[config.mk]
export PLATFORM = sky130hd
export DESIGN_NAME = load_store_unit_flat
export DESIGN_NICKNAME = d
export VERILOG_FILES = /design/src/rtl/load_store_unit_if.sv /design/src/rtl/load_store_unit.sv /design/src/flat_wrapper.sv
export SDC_FILE = /design/constraint.sdc
export NUM_CORES = 1
export LEC_CHECK = 0
export BUFFER_PORTS_ARGS = -buffer_cell sky130_fd_sc_hd__clkbuf_2
export CAP_MARGIN = 25
export CORE_MARGIN = 1
export CORE_UTILIZATION = 50
export DETAILED_ROUTE_END_ITERATION = 12
export PLACE_DENSITY = 0.85
export SYNTH_ARGS = -nofsm -noshare
export SYNTH_HDL_FRONTEND = slang
export SYNTH_SLANG_ARGS = --single-unit
[constraint.sdc]
create_clock -name clk -period 4.26 [get_ports clk]
set_input_delay 0.852 -clock clk [delete_from_list [all_inputs] [get_ports clk]]
set_output_delay 0.852 -clock clk [all_outputs]
set_load 0.02 [all_outputs]
[src/rtl/load_store_unit_if.sv]
// Request/response and data-memory bus bundle for load_store_unit.
// Handshake: a request transfers on a rising edge where req_valid && req_ready;
// the requester holds req_valid and the req_* fields stable until that edge,
// and resp_valid is a single-cycle pulse with no back-pressure.
interface load_store_unit_if;
    logic        req_valid;
    logic        req_we;
    logic [1:0]  req_size;
    logic        req_signed;
    logic [31:0] req_addr;
    logic [31:0] req_wdata;
    logic        req_ready;
    logic        resp_valid;
    logic [31:0] resp_rdata;
    logic        misaligned;
    logic [31:0] MemoryAddress;
    logic        memRD;
    logic        memWD;
    logic [31:0] DataIn;
    logic [31:0] DataOut;

    // The unit itself
    modport slave (
        input  req_valid, req_we, req_size, req_signed, req_addr, req_wdata, DataOut,
        output req_ready, resp_valid, resp_rdata, misaligned,
               MemoryAddress, memRD, memWD, DataIn
    );

    // Requester plus memory side
    modport master (
        output req_valid, req_we, req_size, req_signed, req_addr, req_wdata, DataOut,
        input  req_ready, resp_valid, resp_rdata, misaligned,
               MemoryAddress, memRD, memWD, DataIn
    );
endinterface

[src/rtl/load_store_unit.sv]
// Load/store initiator for a data memory without byte enables.
// Loads return lane-extracted, sign/zero-extended data; byte and half stores
// are done as read-modify-write. Bus outputs decode from registered state only.
module load_store_unit #(
    parameter int WAIT_CYCLES = 2
) (
    input  logic               clk,
    input  logic               Reset,
    load_store_unit_if.slave   bus,
    output logic [1:0]         o_dbg_state
);
    typedef enum logic [1:0] {ST_IDLE, ST_READ, ST_WRITE, ST_RESP} state_t;

    localparam int            CW       = (WAIT_CYCLES > 1) ? $clog2(WAIT_CYCLES) : 1;
    localparam logic [CW-1:0] CNT_INIT = CW'(WAIT_CYCLES - 1);

    state_t        r_state;
    state_t        w_next;
    logic [CW-1:0] r_cnt;
    logic [31:0]   r_addr;
    logic [1:0]    r_size;
    logic          r_signed;
    logic          r_we;
    logic [15:0]   r_wdata;
    logic          r_mis;
    logic [31:0]   r_word;
    logic [31:0]   r_rdata;

    logic          w_accept;
    logic          w_req_mis;
    logic          w_cnt_zero;
    logic [7:0]    w_lane_byte;
    logic [15:0]   w_lane_half;
    logic [31:0]   w_load_data;
    logic [31:0]   w_rmw_word;

    assign w_accept   = bus.req_valid && (r_state == ST_IDLE);
    assign w_cnt_zero = (r_cnt == '0);

    // Alignment check on the incoming request fields
    always_comb begin
        w_req_mis = 1'b0;
        case (bus.req_size)
            2'b00:   w_req_mis = 1'b0;
            2'b01:   w_req_mis = bus.req_addr[0];
            2'b10:   w_req_mis = (bus.req_addr[1:0] != 2'b00);
            default: w_req_mis = 1'b1;
        endcase
    end

    // State register
    always_ff @(posedge clk or negedge Reset) begin
        if (!Reset) r_state <= ST_IDLE;
        else        r_state <= w_next;
    end

    // Next-state decode; word stores skip the read phase
    always_comb begin
        w_next = r_state;
        case (r_state)
            ST_IDLE: begin
                if (w_accept) begin
                    if (w_req_mis)                              w_next = ST_RESP;
                    else if (bus.req_we && bus.req_size == 2'b10) w_next = ST_WRITE;
                    else                                        w_next = ST_READ;
                end
            end
            ST_READ:  if (w_cnt_zero) w_next = r_we ? ST_WRITE : ST_RESP;
            ST_WRITE: if (w_cnt_zero) w_next = ST_RESP;
            ST_RESP:  w_next = ST_IDLE;
            default:  w_next = ST_IDLE;
        endcase
    end

    // Lane extraction for loads and lane merge for read-modify-write
    always_comb begin
        w_lane_byte = bus.DataOut[7:0];
        w_rmw_word  = bus.DataOut;
        case (r_addr[1:0])
            2'b00: begin w_lane_byte = bus.DataOut[7:0];   w_rmw_word[7:0]   = r_wdata[7:0]; end
            2'b01: begin w_lane_byte = bus.DataOut[15:8];  w_rmw_word[15:8]  = r_wdata[7:0]; end
            2'b10: begin w_lane_byte = bus.DataOut[23:16]; w_rmw_word[23:16] = r_wdata[7:0]; end
            default: begin w_lane_byte = bus.DataOut[31:24]; w_rmw_word[31:24] = r_wdata[7:0]; end
        endcase
        w_lane_half = r_addr[1] ? bus.DataOut[31:16] : bus.DataOut[15:0];
        w_load_data = bus.DataOut;
        if (r_size == 2'b00) begin
            w_load_data = {{24{r_signed & w_lane_byte[7]}}, w_lane_byte};
        end else if (r_size == 2'b01) begin
            w_load_data = {{16{r_signed & w_lane_half[15]}}, w_lane_half};
            w_rmw_word  = bus.DataOut;
            if (r_addr[1]) w_rmw_word[31:16] = r_wdata;
            else           w_rmw_word[15:0]  = r_wdata;
        end
    end

    // Request capture, phase counter, merged write word and load result
    always_ff @(posedge clk or negedge Reset) begin
        if (!Reset) begin
            r_cnt    <= '0;
            r_addr   <= '0;
            r_size   <= '0;
            r_signed <= 1'b0;
            r_we     <= 1'b0;
            r_wdata  <= '0;
            r_mis    <= 1'b0;
            r_word   <= '0;
            r_rdata  <= '0;
        end else begin
            case (r_state)
                ST_IDLE: begin
                    if (w_accept) begin
                        r_addr   <= bus.req_addr;
                        r_size   <= bus.req_size;
                        r_signed <= bus.req_signed;
                        r_we     <= bus.req_we;
                        r_wdata  <= bus.req_wdata[15:0];
                        r_mis    <= w_req_mis;
                        r_word   <= bus.req_wdata;
                        r_rdata  <= '0;
                        r_cnt    <= w_req_mis ? '0 : CNT_INIT;
                    end
                end
                ST_READ: begin
                    if (w_cnt_zero) begin
                        if (r_we) begin
                            r_word <= w_rmw_word;
                            r_cnt  <= CNT_INIT;
                        end else begin
                            r_rdata <= w_load_data;
                        end
                    end else begin
                        r_cnt <= r_cnt - 1'b1;
                    end
                end
                ST_WRITE: if (!w_cnt_zero) r_cnt <= r_cnt - 1'b1;
                default: ;
            endcase
        end
    end

    assign bus.req_ready     = (r_state == ST_IDLE);
    assign bus.resp_valid    = (r_state == ST_RESP);
    assign bus.misaligned    = (r_state == ST_RESP) && r_mis;
    assign bus.resp_rdata    = r_rdata;
    assign bus.memRD         = (r_state == ST_READ);
    assign bus.memWD         = (r_state == ST_WRITE);
    assign bus.MemoryAddress = (r_state == ST_READ || r_state == ST_WRITE) ? {r_addr[31:2], 2'b00} : 32'h0;
    assign bus.DataIn        = (r_state == ST_WRITE) ? r_word : 32'h0;
    assign o_dbg_state       = r_state;
endmodule
[src/flat_wrapper.sv]
// flat-port wrapper written by rule: the top's interface ports become plain ports
module load_store_unit_flat 
#(
    parameter int WAIT_CYCLES = 2
)
  (clk, Reset, o_dbg_state, bus_req_valid, bus_req_we, bus_req_size, bus_req_signed, bus_req_addr, bus_req_wdata, bus_DataOut, bus_req_ready, bus_resp_valid, bus_resp_rdata, bus_misaligned, bus_MemoryAddress, bus_memRD, bus_memWD, bus_DataIn);
  load_store_unit_if bus_i ();
  input  logic clk;
  input  logic Reset;
  output logic [1:0] o_dbg_state;
  input wire logic [$bits(bus_i.req_valid)-1:0] bus_req_valid;
  input wire logic [$bits(bus_i.req_we)-1:0] bus_req_we;
  input wire logic [$bits(bus_i.req_size)-1:0] bus_req_size;
  input wire logic [$bits(bus_i.req_signed)-1:0] bus_req_signed;
  input wire logic [$bits(bus_i.req_addr)-1:0] bus_req_addr;
  input wire logic [$bits(bus_i.req_wdata)-1:0] bus_req_wdata;
  input wire logic [$bits(bus_i.DataOut)-1:0] bus_DataOut;
  output wire logic [$bits(bus_i.req_ready)-1:0] bus_req_ready;
  output wire logic [$bits(bus_i.resp_valid)-1:0] bus_resp_valid;
  output wire logic [$bits(bus_i.resp_rdata)-1:0] bus_resp_rdata;
  output wire logic [$bits(bus_i.misaligned)-1:0] bus_misaligned;
  output wire logic [$bits(bus_i.MemoryAddress)-1:0] bus_MemoryAddress;
  output wire logic [$bits(bus_i.memRD)-1:0] bus_memRD;
  output wire logic [$bits(bus_i.memWD)-1:0] bus_memWD;
  output wire logic [$bits(bus_i.DataIn)-1:0] bus_DataIn;
  assign bus_i.req_valid = bus_req_valid;
  assign bus_i.req_we = bus_req_we;
  assign bus_i.req_size = bus_req_size;
  assign bus_i.req_signed = bus_req_signed;
  assign bus_i.req_addr = bus_req_addr;
  assign bus_i.req_wdata = bus_req_wdata;
  assign bus_i.DataOut = bus_DataOut;
  assign bus_req_ready = bus_i.req_ready;
  assign bus_resp_valid = bus_i.resp_valid;
  assign bus_resp_rdata = bus_i.resp_rdata;
  assign bus_misaligned = bus_i.misaligned;
  assign bus_MemoryAddress = bus_i.MemoryAddress;
  assign bus_memRD = bus_i.memRD;
  assign bus_memWD = bus_i.memWD;
  assign bus_DataIn = bus_i.DataIn;
  load_store_unit #(.WAIT_CYCLES(WAIT_CYCLES)) u_core (.clk(clk), .Reset(Reset), .bus(bus_i), .o_dbg_state(o_dbg_state));
endmodule
[Word-level counts from Yosys, hierarchy flattened]
Index checks and enable logic that the tools add are counted.
Storage, ports and cells
  register bits: 120
  latch bits: 0
  RAM bits: 0
  bits in read-only memories: 0
  bits of input ports: 103
  output and inout port bits: 103
  logic and storage cells: 79
  memories: 0
Cells by class
  add/subtract/negate cells: 1
  multiply operators: 0
  div/mod/pow operators: 0
  $lt $le $gt $ge: 0
  equal/unequal tests: 13
  shifts and indexed selects: 0
  muxes and demuxes: 36
  bitwise gates (word level): 2
  reductions and logical operators: 17
Operator list (count)
  32-bit 2-to-1 mux: 12
  32-bit one-hot mux with 2 select lines: 2
  16-bit 2-to-1 mux: 3
  8-bit 2-to-1 mux: 4
  8-bit one-hot mux with 3 select lines: 1
  2-bit 2-to-1 mux: 5
  2-bit by 1-bit == test with 1-bit output, second input constant: 4
  2-bit == test, second input constant: 4
  2-bit logical NOT: 4
  2-bit one-hot mux with 4 select lines: 1
  4-bit AND reduction: 2
  1-bit 2-to-1 mux: 6
  2-bit != test, second input constant: 3
  1-bit one-hot mux with 3 select lines: 2
  2-bit by 1-bit != test with 1-bit output, second input constant: 2
  2-bit AND reduction: 2
  2-bit nonzero test: 2
  1-bit logical AND: 3
  3-bit AND reduction: 1
  3-bit nonzero test: 1
  3-bit OR reduction: 1
  1-bit bitwise AND: 2
  1-bit logical OR: 1
  1-bit subtractor, second input constant: 1

[Depth between registers and ports, before layout]
  depth in word-level cells: 8
  mapped depth: 8
  gate-level depth less buffers: 6

[Worst setup path after synthesis]
OpenSTA, ideal clock, no wires.
  path type: reg-to-output
  start point: register u_core.r_state[0], in the netlist u_core.o_dbg_state[0]
  end point: output port bus_DataIn[31]
  arrival time: 1467 ps
  data required time: 3408 ps
  path slack: 1941 ps
  cell stages (with the launch flop): 5
  buffers on the path: 1
  cell sequence: dfrtp_1 inv_1 ha_1 clkbuf_1 and2_1
Between the ends
  cells in the longest elaborated chain, start to end: 2
RTL lines
  start: declaration: RTL line load_store_unit.sv:17  | state_t r_state;
  start signal: assignment: RTL line load_store_unit.sv:54  | else r_state <= w_next;
  2-bit == test
  named net bus_memWD: RTL line flat_wrapper.sv:24  | output wire logic [$bits(bus_i.memWD)-1:0] bus_memWD;
  32-bit 2-to-1 mux: RTL line load_store_unit.sv:149  | assign bus.DataIn = (r_state == ST_WRITE) ? r_word : 32'h0;
  end: declaration: RTL line flat_wrapper.sv:25  | output wire logic [$bits(bus_i.DataIn)-1:0] bus_DataIn;
The timed path passes the listed nets, and every way through them passes these cells.

[Worst setup path after layout]
  start point: register u_core.r_state[0], in the netlist u_core.o_dbg_state[0]
  end point: output port bus_MemoryAddress[24]
Between the ends
  cells in the longest elaborated chain, start to end: 3
  elaborated cells on any way between the ends: 4
  those cells by class: 2 x eq/ne; 1 x mux; 1 x reduce/logical
RTL lines
  2-bit by 1-bit == test with 1-bit output or 2-bit == test (tied branches): RTL line load_store_unit.sv:148  | assign bus.MemoryAddress = (r_state == ST_READ || r_state == ST_WRITE) ? {r_addr[31:2], 2'b00} : 32'h0;
  1-bit logical OR (*): RTL line load_store_unit.sv:148
  32-bit 2-to-1 mux (*): RTL line load_store_unit.sv:148
  end: declaration: RTL line flat_wrapper.sv:22  | output wire logic [$bits(bus_i.MemoryAddress)-1:0] bus_MemoryAddress;
Every way passes the cells marked *; elsewhere a longest branch is shown, timed or not.

==> results by group <==
Run status
  – Outcome: complete, no violations

Logic synthesis
  – Fraction of registers with async set/reset: 1.00
  – Syn avg cell area: 9.79 sq um
  – Cells after Synth: just under 700
  – Distinct cell type count after synthesis: 50
  – Post-synth top cells: 120 x dfrtp_1, 68 x a21oi_1, 63 x and2_1
  – Biggest area consumer among synthesized cells: dfrtp_1
  – Post-synthesis instance area: 6680 sq um
  – Seq cells post-synth: 120
  – Yosys warns: 0
  – Post-synth top area share: 0.450
  – Sequential area share after synthesis: 0.450
  – Count leader, synth: dfrtp_1
  – Post-synth EDFFs: 0
  – Synth top area cells: dfrtp_1 45%, mux2_2 10%, and2_1 5.9%
  – Synth Flop Type: dfrtp_1

Setup path
  – Worst setup path startpoint: u_core.o_dbg_state[0]
  – Reg2reg end: u_core.r_word[0]
  – Crit path to: bus_MemoryAddress[24]
  – CP max stage delay: 760 ps
  – CP Data Required Time: 3410 ps
  – Reg-to-reg startpoint: u_core.o_dbg_state[1]
  – Crit path depth: 4
  – Worst setup SP type: flip-flop
  – Worst-path maximum fanout: 31
  – Crit-path leading delay family: adder cells
  – Slowest CP cell: ha_1
  – Crit path capture type: primary output
  – Flop2flop setup slack: 1520 ps
  – Critical Path, Cell by Cell: inv_1 -> ha_1 -> and2_1 -> clkbuf_2
  – Number of buffers and inverters on the critical path: 2
  – Crit path kind: flip-flop to primary output
  – Crit path arrival time: 2200 ps
  – R2R depth: 6

Routing
  – Top sig layer: met4
  – Wire length on met2: between 9 and 10 mm
  – Vias per inst: 5.86
  – Routed WL: 20.2 mm
  – Initial DRC count: 506
  – Vias: 6153
  – Avg WL per Cell: 19.2 um
  – First-pass DRT Iterations: 5
  – WL met1: a little over 8 mm
  – Antenna-violating nets left: 0
  – Remaining routing DRC violations: 0
  – Routed wl met3: 1.95 mm

Die
  – Die W: 118 um
  – Die ar.: 13800 sq um
  – I/O Pins: 206
  – Starting Density: 0.521
  – Die H: 118 um
  – Row Count: 41
  – Core footprint: 12800 sq um

Final layout
  – Share of layout cells above drive strength 1: 0.377
  – Final net count: 974
  – Fin util: 0.660
  – Layout area overhead: 26.9%
  – FILL cells: 1040
  – # diodes: 0
  – Non-Filler Instances: between 1000 and 1500

Global routing
  – Initial antenna violation count: 0
  – Vias in the first global route: 6047
  – Largest net degree at the start of global routing: 48
  – Global route total overflow: 0
  – Total global-route track usage: 0.300
  – First-pass GRT wire length: 32.3 mm

Power and ir drop
  – Pwr Density: 864 nW/um^2
  – Power share of the combinational group: 0.497
  – Worst VDD drop: between 0.5 and 0.6 mV
  – Tot Pwr: 0.00732 W
  – Leak: 4.09 nW
  – Clock share of power: 0.217
  – Switching share of power: 0.432
  – Pint: between 0.004 and 0.005 W
  – Reg power frac: 0.286
  – P_sw: ~0.0032 W

Timing
  – Final setup viols: 0
  – Setup_tns: 0 ps
  – Min Tclk post-route: 3050 ps
  – Fin crit share: 0.717
  – Final setup margin: 1210 ps
  – Final Max Tran Viols: 0
  – Max-slew headroom at the worst pin: 0.290
  – Final-report hold violation count: 0
  – Worst-Margin Slew: 1060 ps
  – RSZ-0062 raised after global routing: false
  – FMAX: 328 MHz
  – Worst Skew: 5.73 ps

Place
  – IO Port Bufs: 203
  – Placed cells: 1017
  – Half-perimeter wire length after placement: 14.3 mm
  – GPL Wtd Cong: 0.877
  – Placement Setup Slack: between 1500 and 2000 ps

Clocking
  – Sink Count: 120
  – CTS buffer count: 17
  – Hold buffer count at cts: 0
  – CTS Root Cell: clkbuf_16
  – Max clock buf depth: 2
  – CTS resizes: 0
  – Skew-Pair Late Insertion Delay: between 400 and 500 ps
  – TritonCTS clock tree: built
  – Number of post-CTS setup repair buffers: 0
  – Worst-path clk slew: 60 ps
  – H-tree levels: 4

Hold path
  – HP Class: input pin to asynchronous set/reset pin

Run
  – Maxcap violations: 0
kinds of logic after synthesis:
family	after synthesis	share of synthesized area
flip-flops	120	0.450
other	1	0.000562
buffers and inverters	67	0.0425
AO/OA/AOI/OAI	181	0.178
multiplexers	85	0.152
adder cells (fa/ha/maj)	6	0.0112
AND/OR/NAND/NOR	222	0.166
power by group through the flow:
stage / Combinational, W / Sequential (W) / Clock [W]
after CTS: 0.00358 / 0.00207 / 0.00161
after global placement: 0.00344 / 0.00206 / 0
final: 0.00364 / 0.00209 / 0.00159
after detailed placement: 0.00353 / 0.00208 / 0
after global routing: 0.00394 / 0.00214 / 0.00166
after floorplan: 0.00267 / 0.00193 / 0
metrics by stage:
stage | instance area, sq um | hold slack [ps]
6_report | 8470 | 423
5_1_grt | 8470 | 450
4_1_cts | 8440 | 433
3_5_place_dp | 7790 | 463
3_3_place_gp | 7750 | 459
2_1_floorplan | 6680 | 440
cell type report:
type | count | area [sq um] | share of cell area
well taps | 172 | 215 | 0.0254
clock inverters | 12 | 198 | 0.0233
inverters | 16 | 60.1 | 0.00709
flip-flops and latches | 120 | 3000 | 0.355
clock buffers | 20 | 457 | 0.0539
multi-input cells | 496 | 3400 | 0.401
repair buffers | 214 | 1140 | 0.135
registers in the layout, summed over array words and instances (netlist names):
signal and cells:
u_core.r_signed 1, u_core.r_we 1, u_core.o_dbg_state 2, u_core.r_cnt 1, u_core.r_addr 32, u_core.r_size 2
u_core.r_wdata 16, u_core.r_word 32, u_core.r_mis 1, u_core.bus.resp_rdata 32
how the worst min path moves through the flow:
| stage | to | cells past startpoint |
|---|---|---|
| 2_1_floorplan | u_core.r_word[0] | 2 |
| 5_1_grt | u_core.bus.resp_rdata[15] | 1 |
| 6_report | u_core.bus.resp_rdata[9] | 1 |
| 3_5_place_dp | u_core.r_word[18] | 2 |
| 4_1_cts | u_core.bus.resp_rdata[9] | 1 |
| 3_3_place_gp | u_core.r_word[22] | 2 |
layout by cell type, fill, tap and decap left out, drive strengths merged, types with 9 or more instances in the layout:
| cell | count |
|---|---|
| mux2 | 61 |
| nor3 | 9 |
| mux2i | 17 |
| buf | 12 |
| dfrtp | 120 |
| clkbuf | 222 |
| a21oi | 68 |
| o22ai | 15 |
| nor2 | 51 |
| nand2 | 62 |
| nor2b | 19 |
| a221o | 15 |
| nand2b | 12 |
| and2 | 63 |
| inv | 16 |
| o21ai | 39 |
| o31ai | 16 |
layer usage:
metal	up-vias	global-route usage
met4	0	0.149
met2	372	0.453
li1	2769	-
met1	2949	0.390
met3	63	0.0950
met5	-	0
No activity file was read; power rests on OpenSTA's default activity.
